<file path="config.mk">
export PLATFORM = sky130hd
export DESIGN_NAME = serial_adder_responder
export DESIGN_NICKNAME = d
export VERILOG_FILES = /design/src/rtl/serial_adder_pkg.sv /design/src/rtl/serial_adder_full_adder.sv /design/src/rtl/serial_adder_responder.sv
export SDC_FILE = /design/constraint.sdc
export NUM_CORES = 1
export LEC_CHECK = 0
export CAP_MARGIN = 5
export CELL_PAD_IN_SITES_DETAIL_PLACEMENT = 0
export CELL_PAD_IN_SITES_GLOBAL_PLACEMENT = 1
export CORE_UTILIZATION = 42
export CTS_CLUSTER_DIAMETER = 30
export DETAILED_ROUTE_END_ITERATION = 12
export PLACE_DENSITY_LB_ADDON = 0.1
export SYNTH_ARGS = -nofsm -noshare
export SYNTH_HDL_FRONTEND = slang
export SYNTH_HIERARCHICAL = 1
export SYNTH_SLANG_ARGS = --single-unit
</file>
<file path="constraint.sdc">
create_clock -name clk -period 3.2 [get_ports clk]
set_clock_uncertainty 0.1 [all_clocks]
set_input_delay 0.64 -clock clk [delete_from_list [all_inputs] [get_ports clk]]
set_output_delay 0.64 -clock clk [all_outputs]
set_load 0.01 [all_outputs]
</file>
<file path="src/rtl/serial_adder_pkg.sv">
// Shared constants for the bit-serial adder responder.
// State encoding and default operand width.
package serial_adder_pkg;

  typedef logic [1:0] state_t;

  localparam state_t ST_IDLE = 2'd0;
  localparam state_t ST_ADD  = 2'd1;
  localparam state_t ST_DONE = 2'd2;

  localparam int DEFAULT_WIDTH = 4;

endpackage

</file>
<file path="src/rtl/serial_adder_full_adder.sv">
// One-bit full adder cell used by the serial datapath.
// Purely combinational.
module full_adder_cell (
  input  logic a,
  input  logic b,
  input  logic cin,
  output logic s,
  output logic cout
);

  assign s    = a ^ b ^ cin;
  assign cout = (a & b) | (a & cin) | (b & cin);

endmodule

</file>
<file path="src/rtl/serial_adder_responder.sv">
// Bit-serial adder, LSB first, one full-adder cell plus carry flop.
// Responds to a start/done handshake with registered sum and c_out.
module serial_adder_responder
  import serial_adder_pkg::*;
#(
  parameter int WIDTH = DEFAULT_WIDTH
) (
  input  logic             clk,
  input  logic             rst_n,
  input  logic             start,
  input  logic [WIDTH-1:0] A_data,
  input  logic [WIDTH-1:0] B_data,
  input  logic             c_in,
  output logic             ready,
  output logic             busy,
  output logic             done,
  output logic [WIDTH-1:0] sum,
  output logic             c_out
);

  // one extra bit so the counter never wraps at WIDTH=16
  localparam int CW = $clog2(WIDTH) + 1;

  state_t           state;
  state_t           next_state;
  logic [WIDTH-1:0] a_sh;
  logic [WIDTH-1:0] b_sh;
  logic [WIDTH-1:0] res_sh;
  logic [WIDTH-1:0] res_next;
  logic             carry;
  logic [CW-1:0]    count;
  logic             bit_s;
  logic             bit_c;
  logic             accept;
  logic             last;

  full_adder_cell u_fa (
    .a    (a_sh[0]),
    .b    (b_sh[0]),
    .cin  (carry),
    .s    (bit_s),
    .cout (bit_c)
  );

  assign accept   = start &
                    ((state == ST_IDLE) |
                     (state == ST_DONE));
  assign last     = (state == ST_ADD) &
                    (count == CW'(WIDTH - 1));
  assign res_next = {bit_s, res_sh[WIDTH-1:1]};

  always_ff @(posedge clk or negedge rst_n) begin
    if (!rst_n) begin
      state <= ST_IDLE;
    end else begin
      state <= next_state;
    end
  end

  always_comb begin
    next_state = state;
    unique case (state)
      ST_IDLE: begin
        if (start) next_state = ST_ADD;
      end
      ST_ADD: begin
        if (last) next_state = ST_DONE;
      end
      ST_DONE: begin
        if (start) next_state = ST_ADD;
        else       next_state = ST_IDLE;
      end
      default: next_state = ST_IDLE;
    endcase
  end

  always_comb begin
    ready = 1'b0;
    busy  = 1'b0;
    done  = 1'b0;
    unique case (1'b1)
      (state == ST_IDLE): ready = 1'b1;
      (state == ST_ADD):  busy  = 1'b1;
      (state == ST_DONE): begin
        ready = 1'b1;
        done  = 1'b1;
      end
      default: ready = 1'b0;
    endcase
  end

  always_ff @(posedge clk or negedge rst_n) begin
    if (!rst_n) begin
      a_sh   <= '0;
      b_sh   <= '0;
      res_sh <= '0;
      carry  <= 1'b0;
      count  <= '0;
      sum    <= '0;
      c_out  <= 1'b0;
    end else if (accept) begin
      a_sh   <= A_data;
      b_sh   <= B_data;
      carry  <= c_in;
      count  <= '0;
    end else if (state == ST_ADD) begin
      a_sh   <= a_sh >> 1;
      b_sh   <= b_sh >> 1;
      carry  <= bit_c;
      res_sh <= res_next;
      count  <= count + 1'b1;
      if (last) begin
        sum   <= res_next;
        c_out <= bit_c;
      end
    end
  end

endmodule
</file>
**Word level (Yosys, flattened, before mapping)**

Index checks and enable logic that the tools add are counted.

- Register bits after elaboration: 23
- Bits of input ports: 12
- Output and inout bits: 8

- Equal/unequal tests: 5
- Muxes and demuxes: 15
- Reductions and logical operators: 6
- $add $sub $neg: 1
- Bitwise logic cells: 11

Operators by type and width:

| cell | count |
|---|---|
| 2-to-1 mux 4 bit | 4 |
| 2-to-1 mux 1 bit | 6 |
| 2-to-1 mux 3 bit | 2 |
| case mux 2 bit (3 select lines) | 1 |
| bitwise AND 1 bit | 5 |
| 2-to-1 mux 2 bit | 2 |
| != test 2 bit, second input constant | 2 |
| AND reduction 2 bit | 2 |
| adder 3 x 1 -> 3 bit, second input constant | 1 |
| equality test 3 x 2 -> 1 bit, second input constant | 1 |
| bitwise OR 1 bit | 3 |
| AND reduction 3 bit | 1 |
| equality test 2 x 1 -> 1 bit, second input constant | 1 |
| equality test 2 bit, second input constant | 1 |
| zero test 2 bit | 1 |
| nonzero test 2 bit | 1 |
| OR reduction 2 bit | 1 |
| XOR 1 bit | 2 |
| inverter 1 bit | 1 |

**Longest topological paths before layout**

Gate-level depths: netlist of run 1.

- Depth in word-level cells: 5
- Depth in mapped cells: 6
- Depth with buffers taken out: 4

**Hierarchy**

Netlist of run 1, hierarchy kept.

Modules (own cells, without submodules):

| module | area an instance (um2) | instances | cells an instance |
|---|---|---|---|
| serial_adder_responder | 1,033.5 | 1 | 89 |
| full_adder_cell | 20.0 | 1 | 1 |

**Worst setup path before layout of run 1**

Ideal clock, no wire load.

- Kind: input -> register
- From: in start
- To: reg a_sh[3]
- Path slack: 1.604 ns
- Stages on the path: 5
- Arrival time: 1.375 ns
- Required time: 2.979 ns
- Cells stage by stage: buf_2 > nor2b_1 > clkbuf_1 > nor2_1 > a22o_1

- Cells in the longest elaborated chain, start to end: 2
- Elaborated cells between the ends (all ways): 3
- Classes of those cells: 1 x mux; 1 x bitwise; 1 x reduce/logical

Ends and longest elaborated chain:

| item | line | source |
|---|---|---|
| start, declared | serial_adder_responder.sv:10 | `input logic start,` |
| bitwise AND 1 bit * | serial_adder_responder.sv:45 | `assign accept = start &` |
| 2-to-1 mux 4 bit or nonzero test 2 bit (tied branches) | n/a |  |
| end signal, assigned | serial_adder_responder.sv:102 | `a_sh <= A_data;` |
| end signal, assigned | serial_adder_responder.sv:107 | `a_sh <= a_sh >> 1;` |
| end, declared | serial_adder_responder.sv:26 | `logic [WIDTH-1:0] a_sh;` |

Mark *: on every way between the ends. The rest lies on a longest branch, timed or not.
A chain may end at the register's enable or synchronous reset.

**Worst setup path in the final report of run 1**

- From: reg state[1]
- To: out busy

- Cells in the longest elaborated chain, start to end: 2

Ends and longest elaborated chain:

| item | line | source |
|---|---|---|
| start, declared | serial_adder_responder.sv:24 | `state_t state;` |
| start signal, assigned | serial_adder_responder.sv:56 | `state <= next_state;` |
| equality test 2 x 1 -> 1 bit | serial_adder_responder.sv:83 | `(state == ST_ADD): busy = 1'b1;` |
| 2-to-1 mux 1 bit | serial_adder_responder.sv:81 | `unique case (1'b1)` |
| end, declared | serial_adder_responder.sv:15 | `output logic busy,` |

No other way between the ends.

==> results of run 1 <==
[worst max path at each step]
stage	start	end	slack, ns	depth (start not counted)
2_1_floorplan	start	a_sh[3]$_DFFE_PN0P_	1.60	5
3_3_place_gp	start	b_sh[3]$_DFFE_PN0P_	1.0	4
3_5_place_dp	start	a_sh[3]$_DFFE_PN0P_	0.92	4
4_1_cts	state[1]$_DFFE_PN0P_	busy	0.66	3
5_1_grt	state[0]$_DFFE_PN0P_	busy	0.59	3
6_report	state[1]$_DFFE_PN0P_	busy	0.68	3
[power breakdown]
part           internal, mW  switching (mW)
clock network        0.0693          0.0819
logic                 0.312           0.268
registers             0.409           0.111
total                 0.790           0.461
[stage by stage]
stage | instances | util
2_1_floorplan | 90 | -
4_1_cts | 137 | 0.560
5_1_grt | 137 | 0.560
3_3_place_gp | 133 | 0.544
3_5_place_dp | 133 | 0.544
6_report | 137 | 0.560
[flip-flops by register name, summed over array words and instances (netlist names)]
name,cells
b_sh,4
sum,4
a_sh,4
carry,1
state,2
count,3
res_sh,3
c_out,1
[kinds of logic (layout without fill, tap and decap cells)]
group | count (synthesis) | after routing | share of synthesized area
simple gates | 29 | 29 | 0.147
flops | 22 | 22 | 0.523
compound gates | 16 | 16 | 0.0998
mux | 10 | 10 | 0.119
buf+inv | 9 | 28 | 0.0606
fa+ha+maj | 3 | 3 | 0.0428
xor+xnor | 1 | 1 | 0.00832
[worst max-delay path, stage by stage (launching register included)]
cell	delay (ns)
dfrtp_1	0.54
nand2b_4	0.28
inv_12	0.12
clkdlybuf4s50_1	0.53
[cell type report]
type,count,area [um^2],share of cell area
Clock buffer,4,36.3,0.0282
Inverter,4,27.5,0.0214
Multi-Input combinational cell,59,439,0.341
Sequential cell,22,551,0.428
Tap cell,28,35.0,0.0272
Timing Repair Buffer,20,198,0.154
[cells in the mapped netlist (all sizes together)]
cell / instances
fa: 1
o21ai: 2
ha: 2
nand2b: 2
a211oi: 3
nand2: 12
nor3: 4
o22ai: 5
nor2: 6
dfrtp: 22
clkbuf: 1
inv: 4
buf: 4
mux2i: 5
nor2b: 5
a22o: 3
xor2: 1
a21oi: 3
mux2: 5
[metal layers]
layer / track usage / vias up / wire length, um
li1: - / 348 / -
met1: 0.231 / 327 / 941
met2: 0.209 / 11 / 757
met3: 0.0439 / 2 / 55
met4: 0.0405 / 0 / 14
met5: 0 / - / 0
==> results.md, run 1 <==
* Outcome: completed
* Starting Density at 0.459
* Synth area leaders: dfrtp_1, mux2_4, mux2i_1, nand2_1, nor2b_1
* Cell Area, Synth at between 0.001 and 0.0015 mm^2
* Global route overflow at 0
* Kind of critical path: reg2out
* Startpoint Class: flip-flop
* IO Pins at 20
* GRT Util Overall at 0.153
* Area growth, synth to finish at 22.1%
* Leakage power at 0.575 nW
* Setup bufs post-CTS at 0
* Setup slack, reg-to-reg at roughly 1.6 ns
* DRC viols at 0
* Max_cap viols at 0
* Largest net degree at the start of global routing at 23
* Setup TNS at 0 ns
* DR iter-0 viols at 8
* Most frequent cells in the layout: dfrtp_1, clkdlybuf4s50_1, nand2_1
* Post-DP HPWL at roughly 1300 um
* FMAX at about 400 MHz
* Placed Instance Area at between 0.001 and 0.0015 mm^2
* Final setup viols at 0
* R2r worst-path depth at 4
* Global-route wire length before repair at between 2000 and 3000 um
* Slew @ Worst Pin at between 0.4 and 0.5 ns
* Full die area at 0.00271 mm^2
* Min cycle time layout at between 2 and 3 ns
* Antenna-violating nets left at 0
* Post-Synthesis Cells at 90
* Total power at 1.25 mW
* # rows at 17
* Area of the core at 0.00230 mm^2
* Clock transition at the registers of the reported paths at around 0.12 ns
* Final wirelength at about 1800 um
* Commonest non-fill, non-tap cell in the layout: dfrtp_1
* Die Wd at between 50 and 60 um
* PwrDens at 972 mW/mm^2
* PortBufs at 19
* Pre-CTS setup slack at 0.925 ns
* Fin. max-slew vios at 0
* Clock buffer depth at 2
* Avg Cell Area, Syn at between 10 and 15 um^2
* # fillers at a little over 200
* Synthesized Nets at 105
* Worst EP arrival at roughly 1.8 ns
* TritonRoute pass-1 iters at 2
* Post-synthesis sequential area ratio at 0.523
* TritonCTS buffer count at 3
* #FFs+latches synth at 22
* Top-area cell type share of the netlist area at 0.523
* Post-CTS Resized at 0
* Initial antenna violation count at 0
* Peak supply drop at 0.531 mV
* Critical Path RT at about 2.5 ns
* Clock latency on the worst-skew pair at roughly 0.3 ns
* CTS tree: yes
* Tcrit/Tclk final at 0.786
* Clk root buf: clkbuf_4
* Layout cell share with drive strength beyond 1 at 0.119
* Hold Slack at about 0.4 ns
* Final-report hold violation count at 0
* Largest area contributor in the netlist: dfrtp_1
* Reg2reg start: state[1]$_DFFE_PN0P_
* Clk sink count at 22
* Max FO, Critical Path at 10
* Worst Setup End Kind: primary output
* FF-to-FF End: sum[1]$_DFFE_PN0P_
* Hold crit path type: reg2reg
* Diode count at 0
* Total number of H-tree levels at 1
* Design area at ~0.0013 mm^2
* Vias/cell at 5.02
* Vias at 688
* RSZ-0062 raised after global routing: no
* Syn. warnings at 6
* Nets at around 130
* Die height at approximately 52 um
* CTS hold repair buffers at 0
* Worst Hold End: res_sh[1]$_DFFE_PN0P_
* DR WL/cell at about 13 um
* Distinct cells, synth at 23
* Hold_sp: res_sh[1]$_DFFE_PN0P_
* Setup ws final at approximately 0.68 ns
* Vias in the first global route at approximately 630
* Hold depth at 2
* Slew Limit Headroom at 0.688
* GPL Wtd Cong at between 0.8 and 0.9
Power figures use the tool's default switching activity.
==> run 2, diff against run 1 <==
Settings changed: CORE_UTILIZATION 42 to 36.
Clock period 3.2 ns to 2 ns, I/O delays scaled along.
==> run 2 against run 1 <==
Sequential cell count unchanged. Register-to-register slack got worse by 1.1 ns. Die area is 16% higher. Critical path depth did not move. Setup slack worse by 0.52 ns. Sequential share of layout area shrank 1.4 points. Sequential power increased by 54%. Routed wire length increased by 14%. Largest cell class unchanged.
==> results.md, run 2 (synthesized netlist as in run 1, its figures left out) <==
* Outcome: completed
* GPL Wtd Cong at a little under 0.8
* Critical Path RT at 1.50 ns
* IO Pins at 20
* DR iter-0 viols at 10
* TritonCTS buffer count at 3
* Max FO, Critical Path at 9
* Vias in the first global route at around 760
* Full die area at roughly 0.0031 mm^2
* Initial antenna violation count at 0
* PwrDens at 1550 mW/mm^2
* GRT Util Overall at 0.148
* Final setup viols at 0
* CP Cell Sequence: buf_4 > inv_1 > dlygate4sd2_1
* Clk root buf: clkbuf_4
* Slew @ Worst Pin at a little under 0.3 ns
* Post-DP HPWL at approximately 1400 um
* Setup TNS at 0 ns
* Slew Limit Headroom at 0.806
* Area growth, synth to finish at 26.4%
* Tcrit/Tclk final at 0.920
* Max_cap viols at 0
* Largest stage delay, worst path at 0.46 ns
* CP max-delay cell: dfrtp_1
* Die Wd at about 56 um
* Design area at ~0.0013 mm^2
* TritonRoute pass-1 iters at 4
* Most frequent cells in the layout: dfrtp_1, clkdlybuf4s50_1, nand2_1
* Nets at about 130
* RSZ-0062 raised after global routing: no
* Fin. max-slew vios at 0
* CTS tree: yes
* Commonest non-fill, non-tap cell in the layout: dfrtp_1
* Global-route wire length before repair at about 3500 um
* Total number of H-tree levels at 1
* Hold Slack at ~0.32 ns
* Clk sink count at 22
* Startpoint Class: flip-flop
* Placed Cells at 141
* CTS hold repair buffers at 0
* Layout cell share with drive strength beyond 1 at 0.165
* Clock transition at the registers of the reported paths at between 0.1 and 0.15 ns
* Starting Density at 0.382
* Peak supply drop at 0.981 mV
* Worst Setup End Kind: primary output
* Top delay family on crit path: buffers and inverters
* Vias at ~720
* Clock latency on the worst-skew pair at roughly 0.31 ns
* Worst EP arrival at approximately 1.3 ns
* Min cycle time layout at 1.84 ns
* Vias/cell at approximately 4.9
* # rows at 19
* Area of the core at roughly 0.0028 mm^2
* Die height at around 56 um
* FMAX at 544 MHz
* Top flop regs: a_sh x4, b_sh x4, sum x4
* Final wirelength at about 2000 um
* DR WL/cell at ~14 um
* Layout Cells excl Fill at roughly 150
* Kind of critical path: reg2out
* Antenna-violating nets left at 0
* DRC viols at 0
* Diode count at 0
* Critical path buffer and inverter count at 3
* Clock buffer depth at 2
* Leakage power at 0.613 nW
* Largest net degree at the start of global routing at 23
* Placed Instance Area at 0.00129 mm^2
* Final-report hold violation count at 0
* Hold crit path type: in2async
* PortBufs at 19
* Global route overflow at 0
-- run 2: changes by cell type in the layout (fill, tap and decap cells not counted), sizes merged --
cell	previous run	this run
clkdlybuf4s50	19	16
dlygate4sd2	0	3
buf	1	7
-- run 2: worst reg2reg max path, cell delays in order (launching register included) --
cell and delay, ns:
dfrtp_1 0.43, ha_1 0.21, ha_1 0.26, nand2_8 0.13
mux2_4 0.30
-- run 2: area by class of cell --
type / instances / area [um^2]
timing repair buffer: 26 / 239
fill: 261 / 1430
inverter: 4 / 27.5
sequential: 22 / 551
multi-input combinational: 59 / 439
clock buffer: 4 / 36.3
tap: 31 / 38.8
-- run 2: metal layers --
| metal | vias up | global-route usage | share of wire |
|---|---|---|---|
| met4 | 0 | 0.0314 | 0.0085 |
| li1 | 364 | - | - |
| met1 | 343 | 0.192 | 0.49 |
| met5 | - | 0 | 0 |
| met3 | 2 | 0.0512 | 0.031 |
| met2 | 13 | 0.240 | 0.47 |
-- run 2: final timing paths --
check,from,end,slack (ns),cells past startpoint
max,state[0]$_DFFE_PN0P_,ready,0.16,3
min,rst_n,c_out$_DFFE_PN0P_,0.32,2
min reg2reg,res_sh[1]$_DFFE_PN0P_,res_sh[1]$_DFFE_PN0P_,0.40,2
min in group clk,res_sh[1]$_DFFE_PN0P_,res_sh[1]$_DFFE_PN0P_,0.40,2
max in group asynchronous,rst_n,b_sh[3]$_DFFE_PN0P_,1.25,2
max reg2reg,count[0]$_DFFE_PN0P_,c_out$_DFFE_PN0P_,0.49,4
-- run 2: metrics by stage --
stage                     setup WS (ns)  total power, mW  utilization
after floorplan                   0.564             1.51            -
after global placement            0.259             1.81        0.468
after detailed placement          0.237             1.83        0.468
after CTS                         0.146             2.09        0.483
after global routing             0.0539             2.25        0.483
final                             0.161             2.06        0.483
-- run 2: power by group --
part | internal, mW | total, mW | leakage [nW] | switching (mW)
registers | 0.655 | 0.800 | 0.270 | 0.146
clock network | 0.111 | 0.251 | 0.0210 | 0.140
logic | 0.530 | 1.01 | 0.321 | 0.483
-- run 2: what timing repair did --
item                       4_1_cts  5_1_grt
setup endpoints to repair        3        0
resized for setup                3        0
setup buffers                    1        0
